### src/rtl/stack_unit.sv
// Operand stack for the multicycle stack CPU: push/pop/tos strobes, registered
// top-of-stack output, occupancy status and sticky overflow/underflow flags.
module stack_unit #(
  parameter  int WIDTH = 8,
  parameter  int DEPTH = 8,
  localparam int CW    = $clog2(DEPTH) + 1
) (
  input  logic             clk,
  input  logic             rst,
  input  logic             push,
  input  logic             pop,
  input  logic             tos,
  input  logic [WIDTH-1:0] din,
  output logic [WIDTH-1:0] dout,
  output logic [CW-1:0]    count,
  output logic             empty,
  output logic             full,
  output logic             overflow,
  output logic             underflow
);

  localparam int AW = $clog2(DEPTH);

  logic [WIDTH-1:0] mem_q [DEPTH];
  logic [CW-1:0]    count_q, count_d;
  logic [WIDTH-1:0] dout_q, dout_d;
  logic             overflow_q, overflow_d;
  logic             underflow_q, underflow_d;
  logic             wr_en;
  logic [AW-1:0]    wr_addr;
  logic [AW-1:0]    top_addr;
  logic             is_empty, is_full;

  assign is_empty = (count_q == '0);
  assign is_full  = (count_q == CW'(DEPTH));
  // Only meaningful when not empty; every use below is guarded by !is_empty.
  assign top_addr = AW'(count_q - CW'(1));

  // NOTE: every always_comb output gets a default first so no path can infer a latch.
  always_comb begin
    count_d     = count_q;
    dout_d      = dout_q;
    overflow_d  = overflow_q;
    underflow_d = underflow_q;
    wr_en       = 1'b0;
    wr_addr     = count_q[AW-1:0];

    // tos samples the pre-edge top, so same-cycle din is never forwarded.
    if (tos) begin
      if (is_empty) underflow_d = 1'b1;
      else          dout_d      = mem_q[top_addr];
    end

    if (push && pop) begin
      if (is_empty) begin
        wr_en       = 1'b1;
        wr_addr     = '0;
        count_d     = CW'(1);
        underflow_d = 1'b1;
      end else begin
        wr_en   = 1'b1;
        wr_addr = top_addr;
      end
    end else if (push) begin
      if (is_full) begin
        overflow_d = 1'b1;
      end else begin
        wr_en   = 1'b1;
        count_d = count_q + CW'(1);
      end
    end else if (pop) begin
      if (is_empty) underflow_d = 1'b1;
      else          count_d     = count_q - CW'(1);
    end
  end

  // NOTE: sequential state uses non-blocking assignments so every register
  // samples pre-edge values regardless of statement order.
  always_ff @(posedge clk or posedge rst) begin
    if (rst) begin
      count_q     <= '0;
      dout_q      <= '0;
      overflow_q  <= 1'b0;
      underflow_q <= 1'b0;
    end else begin
      count_q     <= count_d;
      dout_q      <= dout_d;
      overflow_q  <= overflow_d;
      underflow_q <= underflow_d;
    end
  end

  // NOTE: the storage array is deliberately not reset; count alone defines
  // which entries are valid, and leaving it unreset keeps it a plain RAM.
  always_ff @(posedge clk) begin
    if (wr_en && !rst) mem_q[wr_addr] <= din;
  end

  assign dout      = dout_q;
  assign count     = count_q;
  assign empty     = is_empty;
  assign full      = is_full;
  assign overflow  = overflow_q;
  assign underflow = underflow_q;

endmodule

### config.mk
export PLATFORM = sky130hd
export DESIGN_NAME = stack_unit
export DESIGN_NICKNAME = d
export VERILOG_FILES = /design/src/rtl/stack_unit.sv
export SDC_FILE = /design/constraint.sdc
export NUM_CORES = 1
export LEC_CHECK = 0
export CAP_MARGIN = 5
export CORE_UTILIZATION = 40
export CTS_CLUSTER_SIZE = 25
export DETAILED_ROUTE_END_ITERATION = 12
export GPL_TIMING_DRIVEN = 0
export PLACE_DENSITY_LB_ADDON = 0.15
export REMOVE_ABC_BUFFERS = 1
export SLEW_MARGIN = 20
export SYNTH_ARGS = -nofsm -noshare
export SYNTH_HDL_FRONTEND = slang
export SYNTH_SLANG_ARGS = --single-unit
export TNS_END_PERCENT = 10
### constraint.sdc
create_clock -name clk -period 2.4 [get_ports clk]
set_clock_uncertainty 0.05 [all_clocks]
set_input_delay 0.36 -clock clk [delete_from_list [all_inputs] [get_ports clk]]
set_output_delay 0.36 -clock clk [all_outputs]
set_load 0.1 [all_outputs]
# Yosys cells after proc, flatten, opt, wreduce, memory -nomap -nowiden
# Memory sizes are Yosys's and may differ from the RTL's. A register that Yosys moved wholly into a read port is not among the register bits.
# Index checks and enable logic that the tools add are counted.
dict set report classes {
  n_mux 19
  n_addsub 2
  magnitude_cmp 0
  div_mod_pow 0
  shift 0
  mul 0
  bitwise 2
  eq_ne 4
  reduce_logical 8
}
# cell n
set op_table {}
lappend op_table {{$mux 4} 6}
lappend op_table {{$mux 1} 11}
lappend op_table {{$mux 3} 2}
lappend op_table {{$ne 3x2->1 const B} 2}
lappend op_table {{$add 4x1->4 const B} 1}
lappend op_table {{$eq 4x4->1 const B} 1}
lappend op_table {{$logic_not 4->1} 1}
lappend op_table {{$reduce_and 4->1} 1}
lappend op_table {{$sub 4x1->4 const B} 1}
lappend op_table {{$reduce_and 3->1} 1}
lappend op_table {{$reduce_bool 3->1} 1}
lappend op_table {{$logic_and 1x1->1} 2}
lappend op_table {{$ne 2x2->1 const B} 1}
lappend op_table {{$not 1->1} 2}
lappend op_table {{$reduce_and 2->1} 1}
lappend op_table {{$logic_not 1->1} 1}
dict set report totals {
  mem_bits_rw 64
  inputBits 13
  mem_count 1
  romBits 0
  latchBits 0
  ff_bits 6
}
# name words width rd rd_clocked_by_memory_dff wr line
set memory_table {}
lappend memory_table {mem_q 8 8 1 1 1 24} ;# logic [WIDTH-1:0] mem_q [DEPTH];

# Longest topological paths before layout
# Gate-level depths: netlist (run 1).
dict set report depth {
  word_depth 7
  depth_mapped 8
  ltp_nobuf 6
}

# Worst setup path after synthesis (run 1)
# OpenSTA, ideal clock, no wires.
dict set report synth_timing {
  path_kind {flip-flop to flip-flop}
  from {register count_q[0], in the netlist count[0]}
  to {memory mem_q[2][0], enable pin}
  t_required_ps 1965
  arrival_ps 2770
  path_stages_with_launch 7
  n_path_buf 0
  slack_ps -805
  synth_period_minus_slack_ps 3205
  cell_sequence {dfrtp_1 -> inv_1 -> ha_1 -> or3b_4 -> a31oi_4 -> nand2b_1 -> nor3b_1}
}
dict set report synth_via {
  elab_chain_cells 7
  word_cells_on_any_way 11
  cone_classes {1 x add/sub; 1 x eq/ne; 7 x mux; 2 x reduce/logical}
}
# element line
set synth_rtl {}
lappend synth_rtl {{start, declared} 25} ;# logic [CW-1:0] count_q, count_d;
lappend synth_rtl {{start signal, assigned} 86} ;# count_q <= count_d;
lappend synth_rtl {{$eq 4x4->1} 35} ;# assign is_full = (count_q == CW'(DEPTH));
lappend synth_rtl {{$mux 1} 65} ;# if (is_full) begin
lappend synth_rtl {{$mux 1} 64} ;# end else if (push) begin
lappend synth_rtl {{$mux 1} 54} ;# if (push && pop) begin
lappend synth_rtl {{$logic_and 1x1->1} 96} ;# if (wr_en && !rst) mem_q[wr_addr] <= din;
lappend synth_rtl {{$mux 1} 96}
lappend synth_rtl {{$mux 1 (not written as such)} 96}
lappend synth_rtl {{end, declared} 24}
# Parallel ways exist; a longest one is shown, timed or not.

# Worst setup path after layout (run 1)
dict set report layout_timing {
  from {register count_q[1], in the netlist count[1]}
  to {output port count[1]}
}
# element line
set layout_lines {}
lappend layout_lines {{end, declared} 15} ;# output logic [CW-1:0] count,
# No word-level cell between the ends.

==> results.json, run 1 <==
{
  "slowest_delay_ps": 1160,
  "die_area_um2": 8780,
  "ys_warn_count": 0,
  "synth_cell_type_count": 44,
  "grt_pass1_wl_mm": 11.0,
  "synth_ff_type": "edfxtp_1",
  "drt_iter0_drc": 61,
  "place_area_um2": 3780,
  "crit_path_end_kind": "primary output",
  "dieWidth_um": 93.7,
  "max_freq_mhz": 426,
  "antenna_cells": 0,
  "cts_root_buffer": "clkbuf_8",
  "initial_core_util_pct": 41.1,
  "setup_viol": 0,
  "synth_top_family_by_area": "multiplexers",
  "powerDensity_nw_per_um2": 1400,
  "path_clk_slew_ps": 80,
  "syn2layout_area_growth_pct": 24.3,
  "required_ps": 1990,
  "hold_viol": 0,
  "synth_top_area_share_pct": 57.2,
  "htreeDepth": 3,
  "ios": 29,
  "fp.coreArea_um2": 8180,
  "drv_cap": 0,
  "wl_per_cell_um": 18.9,
  "cp-start-kind": "flop",
  "power_frac_clock_pct": 19.0,
  "synth_top_area_cell": "edfxtp_1",
  "firstDrtPassIters": 8,
  "slowest_stage": "clkdlybuf4s50_1",
  "regArea_um2": 2270,
  "antenna_found_initial": 0,
  "vias_per_cell": 5.34,
  "crit_family": "buffers and inverters",
  "grt_pass1_vias": 2048,
  "crit_fanout": 6,
  "die_h_um": 93.7,
  "portBuffers": 28,
  "swShare_pct": 42.8,
  "drive_gt1_share_pct": 32.7,
  "worstMarginPinSlew_ps": 976,
  "multi_input_area_um2": 1150,
  "fillers": 699,
  "ys_seq_area_share_pct": 67.6,
  "synth-simple-area-share_pct": 7.96,
  "routed_wl_mm": 7.07,
  "synth_compound_area_share_pct": 8.86,
  "startpoint": "count[1]",
  "syn_area_per_cell_um2": 15.1,
  "hold_class": "reg2reg",
  "grt_max_degree": 35,
  "p_leak_nw": 1.46,
  "total_power_mw": 5.84,
  "crit_chain": "clkdlybuf4s50_1",
  "yosys-top-cells-count": "edfxtp_1 (64), mux2_2 (32), o22ai_1 (16)",
  "pwr-share-comb_pct": 50.3,
  "reg2reg_from": "count[0]",
  "dr_total_vias": 1998,
  "insertion_delay_ps": 340,
  "critPathBufInv": 1,
  "synth_edf_count": 64,
  "netlist_area_um2": 3360,
  "synthTopCellsByArea": "edfxtp_1 (57%), mux2_2 (11%), dfrtp_1 (10%)",
  "fin_area_um2": 4180,
  "critical_path_arrival_ps": 1940,
  "synth_mux_area_share_pct": 11.4,
  "period_share_pct": 97.7,
  "final_antenna_net_count": 0,
  "syn_inst": 222,
  "synth_xor_area_share_pct": 0.782,
  "ir_drop_mv": 0.585,
  "nets": 280,
  "violations": "DRC",
  "synth_most_common_cell": "edfxtp_1",
  "status": "complete, but fails checks",
  "p_int_mw": 3.34,
  "cts_tree": "yes",
  "grt.overflow.total": 0,
  "layout_min_cycle_time_ps": 2350,
  "cts_hold_buf": 0,
  "cts-buffers-inserted": 9,
  "worstSetupPathType": "reg2out",
  "ys_ff_latch": 78,
  "gp_congestion": 0.719,
  "p_switching_mw": 2.50,
  "p_seq_share_pct": 30.7,
  "async_flop_share_pct": 17.9,
  "rows": 33,
  "clockBufferDepth": 2,
  "hpwl_mm": 4.28,
  "slew_headroom_pct": 34.7,
  "cts_sinks": 78,
  "route.detailed.drc": 2,
  "finalMaxSlewViolations": 0,
  "synthAdderAreaFrac_pct": 1.12,
  "min-delay-start": "overflow",
  "track_usage_pct": 17.7
}
[flip-flops by register name, summed over array words and instances (netlist names)]
| name | cells |
|---|---|
| overflow | 1 |
| count | 4 |
| mem_q | 64 |
| dout | 8 |
| underflow | 1 |
[worst paths after layout]
| kind | to | slack [ps] | cells past startpoint |
|---|---|---|---|
| worst max register to register | mem_q[0][1] | 80 | 6 |
| min in group asynchronous | count[3] | 490 | 2 |
| max in group asynchronous | count[0] | 1310 | 2 |
| worst min register to register | overflow | 420 | 1 |
| worst min-delay path | overflow | 420 | 1 |
| worst max-delay path | count[1] | 50 | 1 |
[metal layers]
layer / part of all wire (%) / GRT usage (%) / wire (µm)
met3: 4.0 / 4.61 / 285
met4: 1.8 / 8.08 / 127
met2: 49 / 29.1 / 3460
met5: 0 / 0 / 0
met1: 45 / 21.8 / 3200
[cell type report]
class / instances / share of cell area, %
Clock buffer: 13 / 3.80
Clock inverter: 3 / 1.62
Inverter: 6 / 0.539
Multi-Input combinational cell: 129 / 27.4
Sequential cell: 78 / 54.4
Tap cell: 105 / 3.14
Timing Repair Buffer: 40 / 9.07
[worst reg2reg max path, stage by stage (launching register included)]
cell	delay [ps]
dfrtp_2	480
inv_2	160
ha_4	160
or3b_4	430
nand3_1	130
and2_2	270
and3_4	330
[power by group through the flow]
stage                     clock (mW)  combinational (mW)  sequential (mW)
after floorplan                    0                1.32             2.57
after global placement             0                2.74             1.82
after detailed placement           0                2.78             1.82
after CTS                       1.14                2.82             1.80
after global routing            1.19                3.12             1.82
final                           1.11                2.94             1.80
[per-stage QoR]
step,worst slack (ps),hold slack (ps),util (%),setup TNS (ps),std cells
floorplan,-811,199,-,-50240,213
global placement,-1340,405,45.5,-64000,346
detailed placement,-583,408,46.2,-29930,350
CTS,-42.2,424,49.6,-782,368
global route,-21.9,432,51.1,-101,374
finish,54.0,419,51.1,0,374
[logic make-up after synthesis]
kind of cell             count (synthesis)
flip-flops                              78
AND/OR/NAND/NOR                         48
AO/OA/AOI/OAI                           41
multiplexers                            34
buffers and inverters                   15
XOR/XNOR                                 3
adder cells (fa/ha/maj)                  3
[placed cells by master (no fill, tap or decap), types with 2 or more instances in the layout]
master,count
o22ai_1,16
a21oi_1,2
o31ai_1,8
nand2_2,3
dlygate4sd2_1,3
xnor2_1,2
nor3_4,4
buf_6,2
ha_4,2
nor2_1,3
buf_4,11
and3_4,2
clkbuf_8,11
edfxtp_1,64
bufinv_16,2
or2_2,2
dfrtp_1,13
a31oi_1,3
nand2_1,13
and2_1,4
nor3b_4,2
clkbuf_1,2
inv_1,5
clkdlybuf4s50_1,21
o21ai_0,3
nand3_1,3
mux2_2,32
[what timing repair did]
| item | in CTS | in global routing |
|---|---|---|
| setup endpoints to repair | 71 | 61 |
| pin swaps | 2 | 5 |
| hold endpoints to repair | 0 | 0 |
| resized for setup | 27 | 17 |
| setup buffers | 2 | 6 |
Power figures use the tool's default switching activity.
==> run 2, diff against run 1 <==
--- a/config.mk
+++ b/config.mk
@@ -5,14 +5,14 @@
 export SDC_FILE = /design/constraint.sdc
 export NUM_CORES = 1
 export LEC_CHECK = 0
-export CAP_MARGIN = 5
+export CAP_MARGIN = 20
 export CORE_UTILIZATION = 40
 export CTS_CLUSTER_SIZE = 25
 export DETAILED_ROUTE_END_ITERATION = 12
 export GPL_TIMING_DRIVEN = 0
 export PLACE_DENSITY_LB_ADDON = 0.15
 export REMOVE_ABC_BUFFERS = 1
-export SLEW_MARGIN = 20
+export SLEW_MARGIN = 10
 export SYNTH_ARGS = -nofsm -noshare
 export SYNTH_HDL_FRONTEND = slang
 export SYNTH_SLANG_ARGS = --single-unit
==> results of run 2 <==
No change in the layout: final DEF, timing and power equal those of run 1.
==> run 3, diff against run 2 <==
--- a/config.mk
+++ b/config.mk
@@ -5,6 +5,7 @@
 export SDC_FILE = /design/constraint.sdc
 export NUM_CORES = 1
 export LEC_CHECK = 0
+export ABC_AREA = 1
 export CAP_MARGIN = 20
 export CORE_UTILIZATION = 40
 export CTS_CLUSTER_SIZE = 25
@@ -12,6 +13,7 @@
 export GPL_TIMING_DRIVEN = 0
 export PLACE_DENSITY_LB_ADDON = 0.15
 export REMOVE_ABC_BUFFERS = 1
+export SETUP_SLACK_MARGIN = 0.1
 export SLEW_MARGIN = 10
 export SYNTH_ARGS = -nofsm -noshare
 export SYNTH_HDL_FRONTEND = slang
==> results.json, run 3 <==
{
  "yosys-top-cells-count": "nand2_1 (123), edfxtp_1 (64), inv_1 (56)",
  "routed_wl_mm": 8.65,
  "finalMaxSlewViolations": 0,
  "syn_area_per_cell_um2": 9.68,
  "synth_cell_type_count": 26,
  "fin_area_um2": 4430,
  "wl_per_cell_um": 16.4,
  "drt_iter0_drc": 94,
  "die_h_um": 97.0,
  "path_clk_slew_ps": 90,
  "synthAdderAreaFrac_pct": 1.04,
  "status": "completed",
  "rows": 34,
  "grt_max_degree": 37,
  "p_leak_nw": 1.95,
  "track_usage_pct": 19.7,
  "synth_top_area_share_pct": 53.2,
  "route.detailed.drc": 0,
  "ir_drop_mv": 0.490,
  "largest_register_ffs": 64,
  "worstRegToRegCells": 11,
  "crit_path_end_kind": "primary output",
  "period_share_pct": 98.1,
  "syn2layout_area_growth_pct": 22.7,
  "hpwl_mm": 4.65,
  "crit_family": "buffers and inverters",
  "synth_ff_type": "edfxtp_1",
  "antenna_cells": 0,
  "htreeDepth": 3,
  "path_depth": 1,
  "synth_most_common_cell": "nand2_1",
  "layout_common_cells": "nand2_1 (123), edfxtp_1 (64), inv_1 (56), nand3_1 (53), clkdlybuf4s50_1 (22)",
  "crit_fanout": 11,
  "initial_core_util_pct": 41.4,
  "ff2ff_setup_slack_ps": 160,
  "total_power_mw": 6.01,
  "reg2reg_from": "count[0]",
  "antenna_found_initial": 0,
  "synth_mux_area_share_pct": 0,
  "setup_viol": 0,
  "required_ps": 1990,
  "grt_pass1_vias": 2500,
  "hold_class": "in2async",
  "synthTopCellsByArea": "edfxtp_1 (53%), nand2_1 (13%), dfrtp_1 (9.7%)",
  "cts-buffers-inserted": 9,
  "cts_sinks": 78,
  "final_common_cell": "nand2_1",
  "ys_seq_area_share_pct": 62.9,
  "vias_per_cell": 4.89,
  "ys_warn_count": 0,
  "cts_hold_buf": 0,
  "final_antenna_net_count": 0,
  "rsz0062_at_grt": "yes",
  "fp.coreArea_um2": 8720,
  "fillers": 802,
  "grt.overflow.total": 0,
  "timing.rr.end": "mem_q[0][2]",
  "cts_tree": "yes",
  "grt_pass1_wl_mm": 13.6,
  "synth_compound_area_share_pct": 1.59,
  "hold_viol": 0,
  "synth_edf_count": 64,
  "gp_congestion": 0.760,
  "cts_root_buffer": "clkbuf_8",
  "firstDrtPassIters": 6,
  "clockBufferDepth": 2,
  "ios": 29,
  "dr_total_vias": 2577,
  "critical_path_arrival_ps": 1940,
  "nets": 431,
  "drive_gt1_share_pct": 16.0,
  "slowest_stage": "dlygate4sd2_1",
  "place_area_um2": 3950,
  "setup_tns_ps": 0,
  "insertion_delay_ps": 360,
  "critPathBufInv": 1,
  "synth_top_family_by_area": "simple AND/OR/NAND/NOR gates",
  "top_register": "mem_q",
  "powerDensity_nw_per_um2": 1360,
  "synth-simple-area-share_pct": 25.1,
  "worstMarginPinSlew_ps": 970,
  "die_area_um2": 9410,
  "async_flop_share_pct": 17.9,
  "cp-start-kind": "flop",
  "crit_chain": "dlygate4sd2_1",
  "layout_min_cycle_time_ps": 2350,
  "slew_headroom_pct": 35.1,
  "synth_top_area_cell": "edfxtp_1",
  "drv_cap": 0,
  "netlist_area_um2": 3610,
  "dieWidth_um": 97.0,
  "worstSetupPathType": "reg2out",
  "ys_ff_latch": 78,
  "slowest_delay_ps": 910,
  "synth_xor_area_share_pct": 0.242,
  "max_freq_mhz": 425,
  "portBuffers": 28,
  "syn_inst": 373
}
==> run 3: cell types whose count changed in the layout (fill, tap and decap cells not counted), moves of 6 or more <==
cell     change
nand2_1    +110
inv_1       +51
nand3_1     +50
mux2_2      -32
o22ai_1     -16
nor2_4       +9
o31ai_1      -8
buf_12       +6
nand2_2      +6
==> run 3: area by class of cell <==
cell class | instances | area, µm² | area share [%]
Clock buffer | 9 | 124 | 2.80
Clock inverter | 6 | 62.6 | 1.41
Inverter | 64 | 260 | 5.87
Multi-Input combinational cell | 219 | 1090 | 24.6
Sequential cell | 78 | 2280 | 51.4
Tap cell | 108 | 135 | 3.05
Timing Repair Buffer | 43 | 485 | 11.0
==> run 3: what timing repair did <==
| item | CTS | global route |
|---|---|---|
| resized for setup | 38 | 2 |
| setup buffers | 12 | 3 |
| pin swaps | 8 | 0 |
| setup endpoints to repair | 83 | 76 |
==> run 3: worst max path at each step <==
stage	endpoint	start	slack (ps)
final	count[2]	count[2]	50
after global routing	count[2]	count[2]	10
after CTS	count[1]	count[1]	30
after detailed placement	mem_q[6][3]	count[0]	-1160
after global placement	mem_q[7][3]	count[0]	-1710
after floorplan	mem_q[6][0]	count[0]	-1100
==> run 3: through the flow <==
stage,instances,utilization [%],hold WS (ps),setup slack (ps)
3_3_place_gp,497,45.3,392,-1710
6_report,527,50.8,377,46.0
2_1_floorplan,361,-,199,-1100
3_5_place_dp,497,45.3,398,-1160
4_1_cts,524,50.4,414,32.2
5_1_grt,527,50.8,446,9.61
==> run 3: per-layer routing <==
metal	share of wire, %	track usage, %	up-vias
li1	-	-	1271
met2	49	32.9	72
met1	43	24.9	1222
met4	1.9	8.04	0
met5	0	0	-
met3	5.6	4.26	12
==> run 3: worst register-to-register path, cell delays in order, from the launching register on <==
cell and delay, ps:
dfrtp_4 550, inv_12 180, ha_1 210, inv_1 40
nand2_1 150, nand2_8 130, nand2_4 80, nand2_2 50
nand2_2 70, nand2_1 130, nor2_4 160, buf_12 150
==> run 3: where the power goes <==
group | switching [mW] | leakage [nW] | internal (mW) | total (mW)
Clock | 0.504 | 0.0891 | 0.473 | 0.977
Combinational | 2.34 | 1.12 | 0.877 | 3.21
Sequential | 0.146 | 0.744 | 1.67 | 1.82
==> run 3: cell families after synthesis <==
logic type / count (synthesis)
AOI/OAI and AO/OA: 9
DFF: 78
and+or+nand+nor: 206
xor gates and xnor gates: 1
adders and majority gates: 3
buffers and inverters: 76
